--- config.mk ---
export PLATFORM = sky130hd
export DESIGN_NAME = audio_adc_rx
export DESIGN_NICKNAME = d
export VERILOG_FILES = /design/src/rtl/audio_adc_rx.sv
export SDC_FILE = /design/constraint.sdc
export NUM_CORES = 1
export LEC_CHECK = 0
export ABC_AREA = 1
export BUFFER_PORTS_ARGS = -buffer_cell sky130_fd_sc_hd__buf_2
export CORE_MARGIN = 2
export CORE_UTILIZATION = 60
export CTS_BUF_LIST = sky130_fd_sc_hd__clkbuf_8
export DETAILED_ROUTE_END_ITERATION = 12
export PLACE_DENSITY = 0.82
export SYNTH_ARGS = -nofsm -noshare
export SYNTH_HDL_FRONTEND = slang
export SYNTH_SLANG_ARGS = --single-unit
export TNS_END_PERCENT = 20
--- constraint.sdc ---
create_clock -name clk -period 3.4 [get_ports clk]
set_input_delay 0.34 -clock clk [delete_from_list [all_inputs] [get_ports clk]]
set_output_delay 0.34 -clock clk [all_outputs]
set_load 0.02 [all_outputs]
--- src/rtl/audio_adc_rx.sv ---
`default_nettype none
// ============================================================================
// Module      : audio_adc_rx
// Description : Codec ADC serial receiver (I2S / left-justified) delivering
//               stereo frames as parallel samples with a valid/ack handshake.
// Revision    : 1.0 - initial release
// ============================================================================
module audio_adc_rx #(
    parameter int DATA_W      = 16,
    parameter int I2S_DELAY   = 1,
    parameter int SYNC_STAGES = 2
) (
    input  logic              clk,
    input  logic              reset,
    input  logic              aud_bclk,
    input  logic              aud_adclrck,
    input  logic              aud_adcdat,
    input  logic              enable,
    output logic [DATA_W-1:0] sample_l,
    output logic [DATA_W-1:0] sample_r,
    output logic              sample_valid,
    input  logic              sample_ack,
    output logic              overrun,
    output logic [7:0]        cpu_byte
);

    localparam int               c_CNT_W = $clog2(DATA_W + 1);
    localparam logic             c_LJ    = (I2S_DELAY == 0);
    localparam logic [c_CNT_W-1:0] c_START_CNT = c_CNT_W'(c_LJ);
    localparam logic [c_CNT_W-1:0] c_LAST      = c_CNT_W'(DATA_W - 1);
    localparam logic [c_CNT_W-1:0] c_FULL      = c_CNT_W'(DATA_W);

    typedef enum logic [1:0] {
        S_IDLE  = 2'd0,
        S_ALIGN = 2'd1,
        S_SHIFT = 2'd2,
        S_DRAIN = 2'd3
    } state_t;

    logic [SYNC_STAGES-1:0] r_bclk_sync, r_lrck_sync, r_dat_sync;
    logic                   r_bclk_d, r_lrck_prev, r_chan;
    logic [DATA_W-1:0]      r_shift, r_left_hold;
    logic [c_CNT_W-1:0]     r_cnt;
    state_t                 r_state, w_state_next, w_start_state;

    logic w_bclk, w_lrck, w_dat, w_strobe, w_toggle;
    logic w_start, w_take, w_close_short, w_close_full, w_slot_close, w_commit, w_ack_ok;
    logic [DATA_W-1:0]  w_slot_data;
    logic [c_CNT_W-1:0] w_fill_sh;

    always_ff @(posedge clk or posedge reset) begin
        if (reset) begin
            r_bclk_sync <= '0;
            r_lrck_sync <= '0;
            r_dat_sync  <= '0;
            r_bclk_d    <= 1'b0;
            r_lrck_prev <= 1'b0;
        end else begin
            r_bclk_sync <= {r_bclk_sync[SYNC_STAGES-2:0], aud_bclk};
            r_lrck_sync <= {r_lrck_sync[SYNC_STAGES-2:0], aud_adclrck};
            r_dat_sync  <= {r_dat_sync[SYNC_STAGES-2:0], aud_adcdat};
            r_bclk_d    <= w_bclk;
            if (w_strobe)
                r_lrck_prev <= w_lrck;
        end
    end

    assign w_bclk   = r_bclk_sync[SYNC_STAGES-1];
    assign w_lrck   = r_lrck_sync[SYNC_STAGES-1];
    assign w_dat    = r_dat_sync[SYNC_STAGES-1];
    assign w_strobe = w_bclk & ~r_bclk_d;
    assign w_toggle = w_strobe & (w_lrck ^ r_lrck_prev);
    assign w_start_state = c_LJ ? S_SHIFT : S_ALIGN;

    always_ff @(posedge clk or posedge reset) begin
        if (reset)
            r_state <= S_IDLE;
        else
            r_state <= w_state_next;
    end

    // A toggle inside an open slot closes it short and immediately opens the other channel.
    always_comb begin
        w_state_next  = r_state;
        w_start       = 1'b0;
        w_take        = 1'b0;
        w_close_short = 1'b0;
        if (!enable) begin
            w_state_next = S_IDLE;
        end else begin
            case (r_state)
                S_IDLE: begin
                    if (w_toggle && !w_lrck) begin
                        w_start      = 1'b1;
                        w_state_next = w_start_state;
                    end
                end
                S_ALIGN, S_SHIFT: begin
                    if (w_toggle) begin
                        w_close_short = 1'b1;
                        w_start       = 1'b1;
                        w_state_next  = w_start_state;
                    end else if (w_strobe) begin
                        w_take       = 1'b1;
                        w_state_next = (r_cnt == c_LAST) ? S_DRAIN : S_SHIFT;
                    end
                end
                S_DRAIN: begin
                    if (w_toggle) begin
                        w_start      = 1'b1;
                        w_state_next = w_start_state;
                    end
                end
                default: w_state_next = S_IDLE;
            endcase
        end
    end

    assign w_close_full = w_take & (r_cnt == c_LAST);
    assign w_slot_close = w_close_full | w_close_short;
    assign w_fill_sh    = c_FULL - r_cnt;
    assign w_slot_data  = w_close_full ? {r_shift[DATA_W-2:0], w_dat} : (r_shift << w_fill_sh);
    assign w_commit     = w_slot_close & r_chan;
    assign w_ack_ok     = sample_ack & sample_valid;

    always_ff @(posedge clk or posedge reset) begin
        if (reset) begin
            r_shift     <= '0;
            r_cnt       <= '0;
            r_chan      <= 1'b0;
            r_left_hold <= '0;
        end else begin
            if (w_start) begin
                r_chan  <= w_lrck;
                r_shift <= {{(DATA_W-1){1'b0}}, w_dat & c_LJ};
                r_cnt   <= c_START_CNT;
            end else if (w_take) begin
                r_shift <= {r_shift[DATA_W-2:0], w_dat};
                r_cnt   <= r_cnt + c_CNT_W'(1);
            end
            if (w_slot_close && !r_chan)
                r_left_hold <= w_slot_data;
        end
    end

    // An ack in the commit cycle consumes the old frame, so the new one never counts as overrun.
    always_ff @(posedge clk or posedge reset) begin
        if (reset) begin
            sample_l     <= '0;
            sample_r     <= '0;
            sample_valid <= 1'b0;
            overrun      <= 1'b0;
        end else if (w_commit) begin
            sample_l     <= r_left_hold;
            sample_r     <= w_slot_data;
            sample_valid <= 1'b1;
            if (sample_valid && !sample_ack)
                overrun <= 1'b1;
            else if (w_ack_ok)
                overrun <= 1'b0;
        end else if (w_ack_ok) begin
            sample_valid <= 1'b0;
            overrun      <= 1'b0;
        end
    end

    assign cpu_byte = sample_l[DATA_W-1 -: 8];

endmodule
`default_nettype wire

Yosys cells after proc, flatten, opt, wreduce, memory -nomap -nowiden
Index checks and enable logic that the tools add are counted.
- bits in registers: 82
- input port bits: 7
- output and inout port bits: 42
- word-level logic and storage cells: 71
- add/sub/neg operators: 2
- equal/unequal tests: 7
- shifts and indexed selects: 1
- mux-type cells: 27
- bitwise gates (word level): 8
- reductions and logical operators: 12
- operators by type and width (operator ; number):
    16-bit 2-to-1 mux ; 3
    16-bit by 5-bit left shift with 16-bit output ; 1
    1-bit 2-to-1 mux ; 15
    2-bit 2-to-1 mux ; 5
    5-bit 2-to-1 mux ; 2
    3-bit inequality test, second input constant ; 2
    2-bit case mux with 3 select lines ; 1
    5-bit by 1-bit adder with 5-bit output, second input constant ; 1
    1-bit AND ; 5
    5-bit by 4-bit == test with 1-bit output, second input constant ; 1
    5-bit subtractor, first input constant ; 1
    2-bit == test, second input constant ; 2
    4-bit inequality test, second input constant ; 1
    2-bit nonzero test ; 2
    1-bit logical AND ; 3
    1-bit logical NOT ; 3
    3-bit AND reduction ; 1
    3-bit OR reduction ; 1
    2-bit by 1-bit == test with 1-bit output, second input constant ; 1
    2-bit logical NOT ; 1
    1-bit case mux with 2 select lines ; 1
    2-bit OR reduction ; 1
    1-bit inverter ; 1
    1-bit bitwise OR ; 1
    1-bit bitwise XOR ; 1

Logic depth before layout (Yosys ltp)
Gate-level depths: netlist (run 1).
- depth after elaboration: 10
- gate-level depth with buffers: 18
- gate-level depth less buffers: 14

Least setup slack after synthesis (run 1)
No wires, ideal clock.
- kind: flip-flop to flip-flop
- start: register r_cnt[0]
- end: register r_left_hold[15]
- setup time: 116 ps
- arrival time: 1992 ps
- path slack: 1292 ps
- cell stages (with the launch flop): 18
- buffers on the path: 5
- clock period less this slack: 2108 ps
- cells stage by stage: dfrtp_1 > buf_6 > inv_4 > buf_6 > buf_6 > ha_1 > buf_2 > inv_1 > buf_2 > nand3_1 > nand3_1 > nand2_1 > nand2_1 > nand2_1 > nand2_1 > nand2_1 > nand2_1 > nand2_1
- longest elaborated chain between the ends: 4
- elaborated cells between the ends (all ways): 7
- RTL lines (what ; RTL line ; text):
    start, declared ; 43 ; logic [c_CNT_W-1:0] r_cnt;
    start signal, assigned ; 136 ; r_cnt <= c_START_CNT;
    start signal, assigned ; 139 ; r_cnt <= r_cnt + c_CNT_W'(1);
    parallel branches: the longest is 4 deep, another holds 5-bit subtractor ; n/a ;
    end signal, assigned ; 142 ; r_left_hold <= w_slot_data;
    end, declared ; 42 ; logic [DATA_W-1:0] r_shift, r_left_hold;
Several ways; the timed one is not identified.
A chain may end at the register's enable or synchronous reset.

Final worst setup path (run 1)
- start: register r_cnt[0]
- end: register r_left_hold[5]
The elaborated chain is that of the path after synthesis.

==> impl_metrics.csv, run 1 <==
group,metric,value,unit
synthesis,yosysUniqueCellTypes,31,
pwr,p_leak,2.594,nW
global_route,grt_usage,25.83,%
worst_hold_path,hold_class,"input pin to asynchronous set/reset pin",
outcome,status,"finished clean",
sta,tns,0,ns
critical_path,r2r_slack,0.87,ns
clock_tree,cts_hold_buffers,0,
detailed_routing,drt_iter0_drc,225,
die,die_area,7688,µm²
clock_tree,post-cts-setup-buffers,0,
sta,setup_viol,0,
finish,utilization,67.40,%
detailed_routing,viasPerCell,5.341,
global_route,grt_start_max_net_pins,48,
synthesis,synth_cells,532,
critical_path,crit_fanout,21,
clock_tree,cts.root.buffer_cell,"clkbuf_8",
global_route,antenna_found_initial,0,
detailed_routing,routedWlPerCell,13.93,µm
synthesis,synth_edf_count,0,
critical_path,rr_endpoint,"r_left_hold[5]",
detailed_routing,drt_wl_total,9.302,mm
finish,syn2layout_area_growth,8.993,%
synthesis,ys_top_cells_by_count,"nand2_1, dfrtp_1, nand3_1",
flow_run,maxCapViolations,0,
sta,max_freq,394.7,MHz
synthesis,synth_top_cell_by_area,"dfrtp_1",
synthesis,synth.avg_cell_area,7.898,µm²
sta,slew_headroom,47.72,%
pwr,p_per_area,924.9,nW/µm²
detailed_routing,num_vias,3568,
sta,period_needed,2.533,ns
die,fp.dieH,87.68,µm
die,start_util,61.84,%
sta,worst_pin_slew,0.7832,ns
clock_tree,cts_tree,"done",
clock_tree,htreeDepth,3,
finish,drive_gt1_share,15.56,%
synthesis,synth-seq-cells,82,
critical_path,reg2reg_from,"r_cnt[0]",
clock_tree,cts_sinks,82,
sta,finalClockSkew,0.01508,ns
placement,place_inst,652,
clock_tree,cts.clk_slew.worst_paths,0.09,ns
clock_tree,ctsResizeCount,0,
synthesis,synth.area.top_cells,"dfrtp_1, nand2_1, nand3_1, o22ai_1, inv_1",
sta,rsz0062_at_grt,"false",
synthesis,async_reset_ff_share,100.0,%
finish,n_antenna_cell,0,
synthesis,syn-num-nets,544,
detailed_routing,drtPass1Iterations,5,
clock_tree,clk_latency,0.37,ns
sta,setup_ws,0.8666,ns
sta,whs,0.07304,ns
sta,slew_viol_final,0,
critical_path,worst-endpoint-required,3.72,ns
detailed_routing,antenna_left,0,
finish,final_nets,579,
placement,dpl-instance-area,4369,µm²
synthesis,synth_warnings,0,
clock_tree,cts_buffer_depth,2,
synthesis,synthFlopType,"dfrtp_1",
finish,fin_area,4579,µm²
synthesis,synth.most_common_cell,"nand2_1",
sta,hold_viol_final,0,
critical_path,end_kind,"register",
die,core.rowCount,30,
die,chipWidth,87.68,µm
critical_path,worstRegToRegCells,9,
finish,fin_cells,668,
die,core_area,6794,µm²
global_route,grt_pass1_vias,3247,
placement,gp_congestion,0.9563,
clock_tree,cts_made_buffers,9,
critical_path,startpoint_type,"register",
pwr,p_total,4.235,mW
synthesis,synth_seq_area_share,48.84,%
placement,pre_cts_slack,0.9675,ns
critical_path,worst_ep_arrival_time,2.85,ns
placement,dp_hpwl,6.615,mm
placement,port_buffers,48,
critical_path,critPathKind,"register to register",
pwr,ir_worst_vdd,598.9,µV
global_route,grt_pass1_wl,15.18,mm
synthesis,syn_area,4202,µm²
detailed_routing,drc,0,
synthesis,synth_top_area_share,48.84,%
sta,finalCritPeriodShare,74.51,%
die,io_pins,49,
global_route,grt_overflow,0,
==> worst max-delay path, stage by stage, from the launching register on <==
cell     delay, ns
dfrtp_1       0.39
inv_4         0.11
ha_1          0.67
inv_1         0.40
nand3_1       0.25
nand3_1       0.12
and2_0        0.16
o22ai_1       0.23
nand2_1       0.09
nand2_1       0.06
==> cells by family after synthesis <==
| logic type | count (synthesis) | share of synthesized area, % |
|---|---|---|
| xor+xnor | 1 | 0.2085 |
| compound gates | 42 | 6.224 |
| fa+ha+maj | 5 | 1.489 |
| buf+inv | 72 | 9.410 |
| simple gates | 330 | 33.83 |
| flops | 82 | 48.84 |
==> how the worst max path moves through the flow <==
stage / startpoint / end / slack [ns] / cells after the start
floorplan: reset / asynchronous set/reset pin / 0.95 / 1
global placement: r_cnt[0] / sample_r[5] / 0.97 / 9
detailed placement: r_cnt[0] / sample_r[5] / 0.97 / 9
CTS: r_cnt[0] / sample_r[5] / 0.95 / 9
global route: r_cnt[0] / r_left_hold[5] / 0.72 / 9
finish: r_cnt[0] / r_left_hold[5] / 0.87 / 9
==> report_power, final <==
group	leakage (nW)	internal [mW]	switching [mW]
combinational	1.39	0.646	1.41
clock	0.103	0.367	0.381
sequential	1.10	1.23	0.200
==> cell usage in the layout, fill, tap and decap left out, types with 2 or more instances in the layout <==
cell type,instances
inv_1,35
nand2_2,5
dfrtp_1,82
nand4_1,2
inv_6,2
and2_1,2
inv_2,5
buf_2,48
a21oi_1,5
clkbuf_8,10
nand3_1,65
o22ai_1,24
a22oi_1,2
o21ai_0,7
nor2_1,2
nor2_8,3
nand2_1,246
clkinv_4,2
ha_1,5
buf_4,5
==> registers in the layout, summed over array words and instances (netlist names), named ones only <==
signal	flops
r_chan	1
r_lrck_sync	2
r_shift	16
r_bclk_sync	2
r_dat_sync	2
r_cnt	5
r_bclk_d	1
sample_valid	1
r_state	2
r_lrck_prev	1
sample_r	16
r_left_hold	16
sample_l	16
==> area by class of cell <==
class | count | area [µm²]
inverter | 43 | 165.2
multi-input combinational | 378 | 1754
fill | 587 | 2215
tap | 96 | 120.1
clock buffer | 10 | 137.6
timing repair buffer | 53 | 277.8
sequential | 82 | 2052
clock inverter | 6 | 72.57
==> layer usage <==
metal | vias to the layer above | global-route usage (%) | wire [µm]
li1 | 1760 | - | -
met1 | 1660 | 36.08 | 4300
met2 | 137 | 40.08 | 4312
met3 | 11 | 4.147 | 514
met4 | 0 | 11.33 | 176
met5 | - | 0 | 0
Note: power is estimated with default switching activity, not from simulation.
==> run 2, diff against run 1 <==
Settings changed: CORE_UTILIZATION 60 to 55, PLACE_DENSITY 0.82 to 0.79.
Clock period 3.4 ns to 2.1 ns, I/O delays scaled along.
==> impl_metrics.csv, run 2 (same netlist as run 1, synthesis figures left out) <==
group,metric,value,unit
outcome,status,"finished clean",
pwr,p_per_area,1471,nW/µm²
critical_path,worst-endpoint-required,2.34,ns
clock_tree,cts_sinks,82,
critical_path,worst_ep_arrival_time,2.23,ns
finish,layout_common_cells,"nand2_1, dfrtp_1, nand3_1",
die,fp.dieH,91.40,µm
critical_path,crit_fanout,17,
finish,n_antenna_cell,0,
clock_tree,cts_tree,"done",
clock_tree,clk_latency,0.36,ns
finish,syn2layout_area_growth,12.57,%
critical_path,worst_path_max_delay_cell,"dfrtp_1",
detailed_routing,num_vias,3593,
die,core.rowCount,31,
detailed_routing,drc,0,
finish,final_common_cell,"nand2_1",
die,die_area,8354,µm²
finish,seqCellArea,2052,µm²
placement,pre_cts_slack,0.08248,ns
critical_path,crit_chain,"ha_1 > inv_1 > nor3_1 > ha_2 > o21ai_4 > nor2_8 > inv_2 > nand2_1 > nand2_1",
clock_tree,cts.clk_slew.worst_paths,0.10,ns
placement,gp_congestion,0.9964,
global_route,grt_overflow,0,
detailed_routing,viasPerCell,5.253,
detailed_routing,antenna_left,0,
global_route,grt_usage,23.27,%
sta,whs,0.05267,ns
global_route,antenna_found_initial,0,
critical_path,startpoint_type,"register",
worst_hold_path,hold_class,"input pin to register",
sta,hold_viol_final,0,
sta,period_needed,1.983,ns
detailed_routing,routedWlPerCell,13.46,µm
flow_run,maxCapViolations,0,
placement,dp_hpwl,6.404,mm
sta,rsz0062_at_grt,"true",
die,chipWidth,91.40,µm
finish,final_nets,592,
critical_path,crit_path_max_incr_delay,0.44,ns
sta,finalClockSkew,0.01838,ns
clock_tree,cts.root.buffer_cell,"clkbuf_8",
global_route,grt_start_max_net_pins,83,
critical_path,timing.critical_path.mode_cell,"nand2_1",
die,io_pins,49,
finish,drive_gt1_share,17.26,%
die,start_util,57.31,%
pwr,p_leak,2.637,nW
clock_tree,htreeDepth,3,
global_route,grt_pass1_wl,15.73,mm
finish,fillers,629,
clock_tree,cts_buffer_depth,2,
sta,setup_ws,0.1175,ns
critical_path,end_kind,"register",
detailed_routing,drtPass1Iterations,5,
finish,multi_input_area,1769,µm²
sta,finalCritPeriodShare,94.41,%
global_route,grt_pass1_vias,3429,
sta,slew_headroom,71.53,%
sta,slew_viol_final,0,
placement,port_buffers,48,
clock_tree,cts_made_buffers,9,
sta,max_freq,504.4,MHz
sta,setup_viol,0,
critical_path,critPathKind,"register to register",
pwr,ir_worst_vdd,873.3,µV
finish,utilization,64.52,%
die,core_area,7331,µm²
detailed_routing,drt_wl_total,9.208,mm
detailed_routing,drt_iter0_drc,183,
sta,worst_pin_slew,0.4225,ns
-- run 2: area by class of cell --
cell class	count	share of cell area [%]
inverters	43	3.624
repair inverters	1	0.1587
flip-flops and latches	82	43.39
multi-input cells	378	37.41
clock inverters	6	1.032
well taps	99	2.619
repair buffers	65	8.862
clock buffers	10	2.910
-- run 2: where the power goes --
part           internal [mW]  switching (mW)  leakage (nW)  total [mW]
Sequential              1.99           0.313          1.10        2.31
Clock                  0.472           0.607        0.0855        1.08
Combinational           1.22            2.35          1.45        3.57
-- run 2: final timing paths --
kind / start / end / slack [ns] / cells after the start
setup / recovery: r_cnt[0] / r_left_hold[1] / 0.12 / 9
hold / removal: sample_ack / register / 0.05 / 2
setup reg to reg: r_cnt[0] / r_left_hold[1] / 0.12 / 9
hold reg to reg: r_dat_sync[0] / r_dat_sync[1] / 0.35 / 0
max in group asynchronous: reset / r_shift[6] / 1.25 / 4
min in group asynchronous: reset / sample_l[6] / 0.52 / 4
-- run 2: timing repair --
action                                 in CTS  in global routing
hold buffers                                4                  0
gates resized for setup                     0                  6
setup endpoints to repair                   0                 26
buffers inserted                            0                  1
endpoints found under the hold margin      31                  0
-- run 2: critical path, delay by kind of cell (launching register included) --
| family | cells | cell delay (ns) |
|---|---|---|
| simple gates | 4 | 0.56 |
| fa+ha+maj | 2 | 0.51 |
| flops | 1 | 0.44 |
| compound gates | 1 | 0.12 |
| buf+inv | 2 | 0.26 |
-- run 2: stage by stage --
step,cells,total power [mW],TNS [ns],cell area (µm²)
detailed placement,662,5.744,0,4466
CTS,682,6.828,0,4692
floorplan,532,4.892,-0.02201,4205
global route,684,7.569,-0.01760,4730
finish,684,6.955,0,4730
global placement,662,5.683,0,4466
-- run 2: metal layers --
metal  track usage, %  vias up  routed length (µm)
met2            37.13      106                4201
met3            3.983       14                 537
met5                0        -                   0
met1            31.99     1688                4296
li1                 -     1785                   -
met4            8.333        0                 172
==> run 3, diff against run 2 <==
Settings changed: CORE_UTILIZATION 55 to 60, PLACE_DENSITY 0.79 to 0.82, SLEW_MARGIN set to 40.
Clock period 2.1 ns to 1.9 ns, I/O delays scaled along.
==> impl_metrics.csv, run 3 (same netlist as run 1, synthesis figures left out) <==
group,metric,value,unit
placement,dp_hpwl,6.427,mm
detailed_routing,drc,0,
critical_path,worst_ep_arrival_time,2.05,ns
sta,slew_viol_final,0,
sta,period_needed,1.813,ns
finish,fillers,520,
critical_path,crit_start,"r_cnt[0]",
detailed_routing,drt_wl_total,9.504,mm
finish,seqCellArea,2053,µm²
placement,gp_congestion,0.9720,
finish,syn2layout_area_growth,17.39,%
critical_path,r2r_slack,0.09,ns
finish,final_nets,599,
finish,drive_gt1_share,19.97,%
sta,finalClockSkew,0.008768,ns
die,core_area,6794,µm²
die,chipWidth,87.68,µm
clock_tree,cts.clk_slew.worst_paths,0.08,ns
critical_path,worst-endpoint-required,2.13,ns
pwr,p_leak,2.732,nW
sta,hold_viol_final,0,
worst_hold_path,hold_class,"input pin to register",
clock_tree,cts_buffer_depth,2,
pwr,ir_worst_vdd,1172,µV
die,io_pins,49,
global_route,grt_pass1_wl,15.15,mm
sta,max_freq,551.5,MHz
detailed_routing,drtPass1Iterations,5,
finish,n_antenna_cell,0,
sta,rsz0062_at_grt,"true",
die,die_area,7688,µm²
critical_path,worstRegToRegCells,9,
pwr,p_per_area,1671,nW/µm²
finish,final_common_cell,"nand2_1",
outcome,status,"finished clean",
sta,whs,0.02777,ns
placement,place_inst,664,
critical_path,rr_endpoint,"sample_valid",
die,start_util,61.84,%
sta,setup_ws,0.08692,ns
sta,tns,0,ns
clock_tree,cts_made_buffers,9,
finish,multi_input_area,1817,µm²
detailed_routing,num_vias,3668,
detailed_routing,drt_iter0_drc,267,
die,fp.dieH,87.68,µm
clock_tree,cts.root.buffer_cell,"clkbuf_8",
critical_path,crit_end,"sample_valid",
finish,layout_common_cells,"nand2_1, dfrtp_1, nand3_1",
sta,finalCritPeriodShare,95.43,%
clock_tree,clk_latency,0.36,ns
finish,fin_cells,687,
global_route,antenna_found_initial,0,
placement,pre_cts_slack,-0.02422,ns
sta,slew_headroom,75.74,%
critical_path,crit_fanout,17,
global_route,grt_pass1_vias,3313,
critical_path,startpoint_type,"register",
die,core.rowCount,30,
flow_run,maxCapViolations,0,
detailed_routing,viasPerCell,5.339,
global_route,grt_usage,25.14,%
clock_tree,cts_sinks,82,
sta,worst_pin_slew,0.3601,ns
placement,port_buffers,48,
critical_path,critPathKind,"register to register",
detailed_routing,routedWlPerCell,13.83,µm
global_route,grt_start_max_net_pins,47,
clock_tree,htreeDepth,3,
finish,utilization,72.60,%
sta,setup_viol,0,
detailed_routing,antenna_left,0,
critical_path,end_kind,"register",
critical_path,reg2reg_from,"r_cnt[0]",
clock_tree,cts_tree,"done",
global_route,grt_overflow,0,
[run 3: critical path: stages, from the launching register on]
cell     delay (ns)
dfrtp_2        0.44
ha_2           0.19
inv_1          0.08
nor3_2         0.04
ha_2           0.23
o21ai_4        0.30
nor2_8         0.06
inv_4          0.09
buf_12         0.14
o21ai_0        0.10
[run 3: metrics by stage]
stage	power (mW)	instance area, µm²
final	8.240	4932
after global routing	8.851	4932
after CTS	7.988	4811
after detailed placement	6.484	4537
after global placement	6.402	4537
after floorplan	5.407	4205
[run 3: how the worst min path moves through the flow]
stage,startpoint,endpoint,slack (ns),cells after the start
after floorplan,aud_bclk,r_bclk_sync[0],0.22,0
after global placement,reset,sample_valid,0.12,2
after detailed placement,reset,asynchronous set/reset pin,0.12,2
after CTS,sample_ack,register,0.03,2
after global routing,sample_ack,register,0.03,2
final,sample_ack,register,0.03,2
[run 3: repair_timing]
item / 4_1_cts / 5_1_grt
hold buffers: 4 / 0
gates resized for setup: 1 / 20
cloned: 0 / 1
endpoints found under the setup margin: 17 / 51
pin swaps: 1 / 4
buffers inserted: 0 / 3
hold endpoints to repair: 9 / 0
[run 3: area by class of cell]
| type | instances | area share, % |
|---|---|---|
| Clock buffer | 9 | 2.511 |
| Clock inverter | 6 | 2.182 |
| Inverter | 43 | 3.628 |
| Multi-Input combinational cell | 378 | 36.83 |
| Sequential cell | 82 | 41.63 |
| Tap cell | 96 | 2.435 |
| Timing Repair Buffer | 73 | 10.78 |
[run 3: metal layers]
| layer | track usage, % | wire length (µm) |
|---|---|---|
| met1 | 34.05 | 4227 |
| met2 | 40.36 | 4586 |
| met5 | 0 | 0 |
| met4 | 9.790 | 169 |
| met3 | 4.618 | 521 |
[run 3: where the power goes]
part | internal [mW] | switching (mW)
Combinational | 1.51 | 2.68
Clock | 0.861 | 0.625
Sequential | 2.21 | 0.363
